--- config.mk ---
export PLATFORM = sky130hd
export DESIGN_NAME = reg_file_sb_flat
export DESIGN_NICKNAME = d
export VERILOG_FILES = /design/src/rtl/reg_file_sb_if.sv /design/src/rtl/reg_file_sb.sv /design/src/flat_wrapper.sv
export SDC_FILE = /design/constraint.sdc
export NUM_CORES = 2
export LEC_CHECK = 0
export BUFFER_PORTS_ARGS = -buffer_cell sky130_fd_sc_hd__buf_2
export CAP_MARGIN = 5
export CORE_ASPECT_RATIO = 1.75
export CORE_MARGIN = 2
export CORE_UTILIZATION = 40
export DETAILED_ROUTE_END_ITERATION = 6
export PLACE_DENSITY_LB_ADDON = 0.12
export SYNTH_ARGS = -nofsm -noshare
export SYNTH_HDL_FRONTEND = slang
export SYNTH_SLANG_ARGS = --single-unit
--- constraint.sdc ---
create_clock -name clk -period 65.6 [get_ports clk]
set_clock_uncertainty 0.15 [all_clocks]
set_input_delay 13.12 -clock clk [delete_from_list [all_inputs] [get_ports clk]]
set_output_delay 13.12 -clock clk [all_outputs]
set_load 0.01 [all_outputs]
--- src/rtl/reg_file_sb_if.sv ---
// rtl/reg_file_sb_if.sv - read/writeback/reserve bus for the scoreboarded register file
interface reg_file_sb_if #(
  parameter int XLEN        = 32,
  parameter int REG_COUNT   = 32,
  parameter int READ_PORTS  = 2,
  parameter int WRITE_PORTS = 2
);
  localparam int AW = $clog2(REG_COUNT);

  logic [READ_PORTS*AW-1:0]    read_addr_i;
  logic [READ_PORTS*XLEN-1:0]  read_data_o;
  logic [READ_PORTS-1:0]       read_busy_o;
  logic [WRITE_PORTS-1:0]      write_en_i;
  logic [WRITE_PORTS*AW-1:0]   write_addr_i;
  logic [WRITE_PORTS*XLEN-1:0] write_data_i;
  logic                        reserve_en_i;
  logic [AW-1:0]               reserve_addr_i;
  logic                        flush_i;
  logic                        any_pending_o;

  modport master (
    output read_addr_i, write_en_i, write_addr_i, write_data_i,
           reserve_en_i, reserve_addr_i, flush_i,
    input  read_data_o, read_busy_o, any_pending_o
  );

  modport slave (
    input  read_addr_i, write_en_i, write_addr_i, write_data_i,
           reserve_en_i, reserve_addr_i, flush_i,
    output read_data_o, read_busy_o, any_pending_o
  );
endinterface

--- src/rtl/reg_file_sb.sv ---
// rtl/reg_file_sb.sv - multi-port register file with per-register pending scoreboard
module reg_file_sb #(
  parameter int XLEN        = 32,
  parameter int REG_COUNT   = 32,
  parameter int READ_PORTS  = 2,
  parameter int WRITE_PORTS = 2,
  parameter int BYPASS      = 1,
  parameter int ZERO_REG    = 1
) (
  input  logic         clk,
  input  logic         rst,
  reg_file_sb_if.slave bus
);
  localparam int AW = $clog2(REG_COUNT);

  logic [XLEN-1:0]      mem_q [REG_COUNT];
  logic [XLEN-1:0]      mem_d [REG_COUNT];
  logic [REG_COUNT-1:0] pending_q;
  logic [REG_COUNT-1:0] pending_d;

  logic [AW-1:0]        wr_addr [WRITE_PORTS];
  logic [XLEN-1:0]      wr_data [WRITE_PORTS];
  logic [AW-1:0]        rd_addr [READ_PORTS];
  logic [XLEN-1:0]      rd_data [READ_PORTS];
  logic [READ_PORTS-1:0] rd_busy;

  function automatic logic is_zero(input logic [AW-1:0] a);
    return (ZERO_REG != 0) && (a == '0);
  endfunction

  for (genvar p = 0; p < WRITE_PORTS; p++) begin : g_wr_unpack
    assign wr_addr[p] = bus.write_addr_i[p*AW +: AW];
    assign wr_data[p] = bus.write_data_i[p*XLEN +: XLEN];
  end

  for (genvar k = 0; k < READ_PORTS; k++) begin : g_rd_pack
    assign rd_addr[k]                       = bus.read_addr_i[k*AW +: AW];
    assign bus.read_data_o[k*XLEN +: XLEN] = rd_data[k];
    assign bus.read_busy_o[k]              = rd_busy[k];
  end

  // Priority: writeback clears, reserve sets over it, flush clears everything.
  always_comb begin
    mem_d     = mem_q;
    pending_d = pending_q;
    for (int p = 0; p < WRITE_PORTS; p++) begin
      if (bus.write_en_i[p]) begin
        if (!is_zero(wr_addr[p])) begin
          mem_d[wr_addr[p]] = wr_data[p];
        end
        pending_d[wr_addr[p]] = 1'b0;
      end
    end
    if (bus.reserve_en_i && !is_zero(bus.reserve_addr_i)) begin
      pending_d[bus.reserve_addr_i] = 1'b1;
    end
    if (bus.flush_i) begin
      pending_d = '0;
    end
    if (ZERO_REG != 0) begin
      mem_d[0]     = '0;
      pending_d[0] = 1'b0;
    end
  end

  always_ff @(posedge clk or posedge rst) begin
    if (rst) begin
      for (int r = 0; r < REG_COUNT; r++) begin
        mem_q[r] <= '0;
      end
      pending_q <= '0;
    end else begin
      mem_q     <= mem_d;
      pending_q <= pending_d;
    end
  end

  // Later write ports overwrite earlier matches, so the youngest producer forwards.
  always_comb begin
    for (int k = 0; k < READ_PORTS; k++) begin
      rd_data[k] = mem_q[rd_addr[k]];
      rd_busy[k] = pending_q[rd_addr[k]];
      if (BYPASS != 0) begin
        for (int p = 0; p < WRITE_PORTS; p++) begin
          if (bus.write_en_i[p] && (wr_addr[p] == rd_addr[k])) begin
            rd_data[k] = wr_data[p];
            rd_busy[k] = 1'b0;
          end
        end
      end
      if (is_zero(rd_addr[k]) || rst) begin
        rd_data[k] = '0;
        rd_busy[k] = 1'b0;
      end
    end
  end

  assign bus.any_pending_o = |pending_q;
endmodule

--- src/flat_wrapper.sv ---
// flat-port wrapper written by rule: the top's interface ports become plain ports
module reg_file_sb_flat 
#(
  parameter int XLEN        = 32,
  parameter int REG_COUNT   = 32,
  parameter int READ_PORTS  = 2,
  parameter int WRITE_PORTS = 2,
  parameter int BYPASS      = 1,
  parameter int ZERO_REG    = 1
)
  (clk, rst, bus_read_addr_i, bus_write_en_i, bus_write_addr_i, bus_write_data_i, bus_reserve_en_i, bus_reserve_addr_i, bus_flush_i, bus_read_data_o, bus_read_busy_o, bus_any_pending_o);
  reg_file_sb_if #(.XLEN(XLEN), .REG_COUNT(REG_COUNT), .READ_PORTS(READ_PORTS), .WRITE_PORTS(WRITE_PORTS)) bus_i ();
  input  logic clk;
  input  logic rst;
  input wire logic [$bits(bus_i.read_addr_i)-1:0] bus_read_addr_i;
  input wire logic [$bits(bus_i.write_en_i)-1:0] bus_write_en_i;
  input wire logic [$bits(bus_i.write_addr_i)-1:0] bus_write_addr_i;
  input wire logic [$bits(bus_i.write_data_i)-1:0] bus_write_data_i;
  input wire logic [$bits(bus_i.reserve_en_i)-1:0] bus_reserve_en_i;
  input wire logic [$bits(bus_i.reserve_addr_i)-1:0] bus_reserve_addr_i;
  input wire logic [$bits(bus_i.flush_i)-1:0] bus_flush_i;
  output wire logic [$bits(bus_i.read_data_o)-1:0] bus_read_data_o;
  output wire logic [$bits(bus_i.read_busy_o)-1:0] bus_read_busy_o;
  output wire logic [$bits(bus_i.any_pending_o)-1:0] bus_any_pending_o;
  assign bus_i.read_addr_i = bus_read_addr_i;
  assign bus_i.write_en_i = bus_write_en_i;
  assign bus_i.write_addr_i = bus_write_addr_i;
  assign bus_i.write_data_i = bus_write_data_i;
  assign bus_i.reserve_en_i = bus_reserve_en_i;
  assign bus_i.reserve_addr_i = bus_reserve_addr_i;
  assign bus_i.flush_i = bus_flush_i;
  assign bus_read_data_o = bus_i.read_data_o;
  assign bus_read_busy_o = bus_i.read_busy_o;
  assign bus_any_pending_o = bus_i.any_pending_o;
  reg_file_sb #(.XLEN(XLEN), .REG_COUNT(REG_COUNT), .READ_PORTS(READ_PORTS), .WRITE_PORTS(WRITE_PORTS), .BYPASS(BYPASS), .ZERO_REG(ZERO_REG)) u_core (.clk(clk), .rst(rst), .bus(bus_i));
endmodule
Yosys cells after proc, flatten, opt, wreduce, memory -nomap -nowiden. Cells that the tools add are included.

Register bits after elaboration: 1023. Bits of input ports: 95. Output and inout bits: 67. Word-level logic and storage cells: 120.

Order comparisons: 14. Equal/unequal tests: 4. Multiplexer cells: 42. Bitwise operators: 9. Reduce and logical (&&, ||, !) cells: 19.

Operators by type and width (count): 1024-bit bitwise mux (2); 1024-bit two-way mux (2); 992-bit two-way mux (2); 32-bit two-way mux (16); 32-bit binary-select mux with 5-bit select (2); 32-bit demux with 5-bit select (2); 32-bit AND (2); 32-bit NOT (2); 32-bit bitwise OR (1); 31-bit OR reduction (1); 5-bit by 6-bit < comparator with 1-bit output, second input constant (5); 5-bit logical NOT (5); 6-bit greater-or-equal comparator, second input constant (4); 5-bit NOT with 6-bit output (4); 5-bit == test (4); 1-bit demux with 5-bit select (3); 5-bit by 1-bit greater-or-equal comparator with 1-bit output, second input constant (3); 6-bit by 1-bit < comparator with 1-bit output, second input constant (2); 1-bit two-way mux (11); 1-bit binary-select mux with 5-bit select (2); 1-bit logical AND (10); 1-bit logical OR (2); 1-bit logical NOT (1).

Depth between registers and ports, before layout.
Depth in word-level cells: 12. Depth in mapped cells: 10. Gate-level depth less buffers: 6.

Least setup slack after synthesis. Ideal clock, no wire load.

Kind: input -> output. Start point: input bus_read_addr_i[1]. End point: output bus_read_data_o[10]. Arrival time: 14.736 ns. Required time: 52.330 ns. Slack: 37.594 ns. Stages: 7. Path buffers: 3. Path through: buf_2 -> buf_2 -> buf_2 -> mux4_2 -> o21ai_0 -> o2111ai_1 -> and3_1.

Cells in the longest elaborated chain, start to end: 7. Elaborated cells between the ends (all ways): 13. Classes of those cells: eq/ne: 2; mux: 6; bitwise: 1; reduce/logical: 4.

RTL lines: start: declaration (line flat_wrapper.sv:15) `input wire logic [$bits(bus_i.read_addr_i)-1:0] bus_read_addr_i;`; 5-bit NOT with 6-bit output (implied by the code) (line reg_file_sb.sv:81) `rd_data[k] = mem_q[rd_addr[k]];`; 32-bit binary-select mux with 5-bit select (line reg_file_sb.sv:81); 32-bit two-way mux (implied by the code) (2 in series) (line reg_file_sb.sv:81); 32-bit two-way mux (2 in series) (line reg_file_sb.sv:85) `if (bus.write_en_i[p] && (wr_addr[p] == rd_addr[k])) begin`; 32-bit two-way mux * (line reg_file_sb.sv:91) `if (is_zero(rd_addr[k]) || rst) begin`; end: declaration (line flat_wrapper.sv:22) `output wire logic [$bits(bus_i.read_data_o)-1:0] bus_read_data_o;`.

Mark *: on every way between the ends. The rest lies on a longest branch, timed or not. The select of a mux whose other input is x is not followed.

Worst setup path after layout.
Start point: input bus_read_addr_i[1]. End point: output bus_read_data_o[20].

The elaborated chain is that of the path after synthesis.

==> summary.txt <==
Place
  • Port-buffer cells: between 150 and 200
  • Placed cells: slightly below 9k
  • DP Wirelength: approximately 200 mm
  • Gp weighted congestion: 0.943

Clock tree
  • H-tree Lvls: 3
  • Cts bufs inserted: about 110
  • Clk Latency, worst-skew pair: between 0.7 and 0.8 ns
  • Clk slew on worst S/H paths: 0.06 ns
  • Post-CTS sizing: 0
  • Clock tree from TritonCTS: done
  • Root buf cell: clkbuf_16
  • Post-CTS setup buffers: 0
  • Post-CTS Hold Buffers: 0
  • CTS Buffer Depth: 3
  • Clk sink count: just over 1k

STA
  • Final setup TNS: 0 ns
  • Final count of negative-setup-slack endpoints: 0
  • Slew headroom: ~5.5%
  • Tcrit/Tclk final: 47.3%
  • Final-report hold violation count: 0
  • Final Max Tran Viols: 0
  • RSZ-0062 raised after global routing: no
  • Clock period minus final worst setup slack: just over 30 ns
  • Slew @ Worst Pin: between 1 and 1.5 ns
  • Maximum clock rate: 32.3 MHz

Worst setup path
  • Crit start category: primary input
  • Slowest stage cell, crit path: o21ai_0
  • Worst-path cell chain: buf_6 > buf_12 > nand2b_2 > buf_4 > o221ai_1 > o21ai_0 > o2111ai_1 > and3_1 > buf_2
  • CP Data Required Time: ~52 ns
  • Critical path origin: bus_read_addr_i[1]
  • Crit path max fanout: 57
  • CP top delay family: compound AO/OA/AOI/OAI gates
  • WP buf/inv: 4
  • R2r startpoint: u_core.pending_q[21]
  • Setup CP Type: in -> out
  • Critical path arrival: approximately 18 ns
  • Critical path endpoint category: primary output
  • Delay of the slowest critical-path stage: 1.01 ns

Synth
  • Synth Net Count: between 7k and 8k
  • Post-synth ARST share: 100%
  • Post-Syn Area: approximately 0.066 sq mm
  • Mapped Cells: approximately 7k
  • Syn Area/Cell: around 9 sq um
  • Number of synthesized flops with an enable pin: 0
  • Sequential-to-total area share from yosys stat: between 30% and 40%
  • Synth cell types: 52
  • Synth Warn #: 0
  • Main synth FF type: dfrtp_1
  • Count of state elements after synthesis: about 1.0k

Pwr
  • P_leak: roughly 31 nW
  • Clk pwr share: a little under a third
  • PwrDens: ~30 mW/mm^2
  • Sw Share: around a third
  • Tot Pwr: roughly 2.1 mW
  • Reg power frac: between 40 and 50%
  • VDD IR max: between 0.02 and 0.025 mV
  • Cell Int Power: 1.42 mW
  • Comb pwr share: between 20 and 30%
  • Net Sw Power: roughly 0.73 mW

Final layout
  • Nets: slightly below 7k
  • Layout cells sized above 1: between 10% and 20%
  • Fillers: about 16k
  • Layout Cells excl Fill: between 9k and 10k
  • Area Overhead vs Synth: 8.34%

Job
  • # Max-Cap Violations: 0

Die
  • Initial core utilization: roughly 40%
  • DIE AREA: 0.168 sq mm
  • Io pins: around 160
  • Height of the die: 541 microns
  • Rows: roughly 200
  • Total core area: roughly 0.16 sq mm
  • Die width: a little over 300 microns

Detailed routing
  • 1st-iter DRT viols: about 8k
  • DRC Markers: 0
  • Via density: around 6.6
  • DRT Pass-1 Iters: 6
  • Via count: between 50k and 60k
  • Drt wl/cell: about 37 microns
  • Routed WL: ~330 mm
  • ANT nets after route: 0

Global route
  • Grt total ovfl: 0
  • First-pass GRT wire length: between 400 and 500 mm
  • Total Routing Usage GR: slightly below 40%
  • Number of global-route vias before repair: between 50k and 60k
  • Initial antenna violation count: 46
  • Largest net degree at the start of global routing: roughly 150

Run status
  • Status: completed

Min path
  • HP Start: u_core.mem_q[512]
  • Min-delay worst type: reg -> reg
sequential cells by signal, summed over array words and instances (netlist names):
name,cells
u_core.mem_q,992
u_core.pending_q,31
cells in the final DEF, fill, tap and decap left out, types with 10 or more instances in the layout:
master,instances
a21oi_1,754
a22oi_1,84
a31oi_1,97
a32oi_1,55
and3_1,77
buf_2,155
buf_4,141
clkbuf_1,26
clkbuf_16,111
clkbuf_8,32
clkinv_2,19
dfrtp_1,1023
diode_2,21
mux2_2,129
mux2i_1,1242
mux4_2,214
nand2_1,576
nand2_2,10
nand2_4,30
nand3_1,15
nand3b_1,18
nor2_1,995
nor2_4,27
nor2b_1,16
nor4_1,11
o2111ai_1,64
o21ai_0,434
o21ai_1,19
o221ai_1,31
o22ai_1,222
o31ai_1,32
xor2_1,16
logic make-up after synthesis:
| kind of cell | Yosys count | synth area share (%) |
|---|---|---|
| multiplexers | 1585 | 28.4 |
| XOR/XNOR | 20 | 0.266 |
| flip-flops | 1023 | 38.8 |
| AO/OA/AOI/OAI | 1801 | 15.6 |
| AND/OR/NAND/NOR | 1851 | 11.4 |
| buffers and inverters | 835 | 5.46 |
per-layer routing:
metal / vias to the layer above / global-route usage (%) / wire (microns)
met5: - / 0.489 / 319
met4: 32 / 32.4 / 32000
met3: 1324 / 9.99 / 32000
met2: 3888 / 59.8 / 150000
met1: 29774 / 44.9 / 120000
li1: 24786 / - / -
worst reg2reg max path, delay by kind of cell, from the launching register on:
kind | cells | cell delay, ns
AO/OA/AOI/OAI | 2 | 0.57
flip-flops | 1 | 0.54
cells in the mapped netlist, types with 31 or more instances:
library cell	instances	area (sq um)
a21oi_1	756	3780
nand2_1	615	2310
nor2_1	1009	3790
o221ai_1	31	272
buf_1	79	297
buf_2	194	971
clkbuf_1	489	1840
a31oi_1	97	607
a32oi_1	55	482
mux4_2	214	4820
a22oi_1	84	631
dfrtp_1	1023	25600
o2111ai_1	64	561
o21ai_0	434	2170
mux2i_1	1242	12400
o31ai_1	32	240
and3_1	77	482
o22ai_1	222	1390
mux2_2	129	1450
buf_4	50	375
worst paths after layout:
check                      slack [ns]  depth (start not counted)                   end
min                              0.41                          2     u_core.mem_q[512]
min reg2reg                      0.41                          2     u_core.mem_q[512]
max reg2reg                     64.26                          2  u_core.pending_q[21]
max in group asynchronous       49.46                          5     u_core.mem_q[555]
min in group asynchronous       12.46                          2     u_core.mem_q[504]
max                             34.59                          9   bus_read_data_o[20]
final cells by class:
| class | count | area (sq um) | share of cell area [%] |
|---|---|---|---|
| Inverter | 9 | 41.3 | 0.0578 |
| Tap cell | 2189 | 2740 | 3.84 |
| Clock inverter | 30 | 333 | 0.466 |
| Sequential cell | 1023 | 25600 | 35.9 |
| Clock buffer | 169 | 3320 | 4.64 |
| Antenna cell | 21 | 52.6 | 0.0736 |
| Timing Repair Buffer | 307 | 2020 | 2.82 |
| Multi-Input combinational cell | 5257 | 37300 | 52.2 |
power by group through the flow:
| stage | Sequential, mW | Combinational [mW] | Clock, mW |
|---|---|---|---|
| detailed placement | 0.943 | 0.534 | 0 |
| global placement | 0.936 | 0.524 | 0 |
| floorplan | 0.896 | 0.397 | 0 |
| finish | 0.940 | 0.545 | 0.661 |
| CTS | 0.933 | 0.535 | 0.666 |
| global route | 0.957 | 0.583 | 0.688 |
stage by stage:
step	area, sq um	hold WS (ns)	util [%]	worst slack (ns)
floorplan	65900	0.372	-	23.54
global placement	67700	0.389	41.2	34.72
detailed placement	67700	0.398	41.2	34.75
CTS	71300	0.410	43.5	34.75
global route	71400	0.431	43.5	34.61
finish	71400	0.411	43.5	34.59
(Power assumes the default switching activity.)
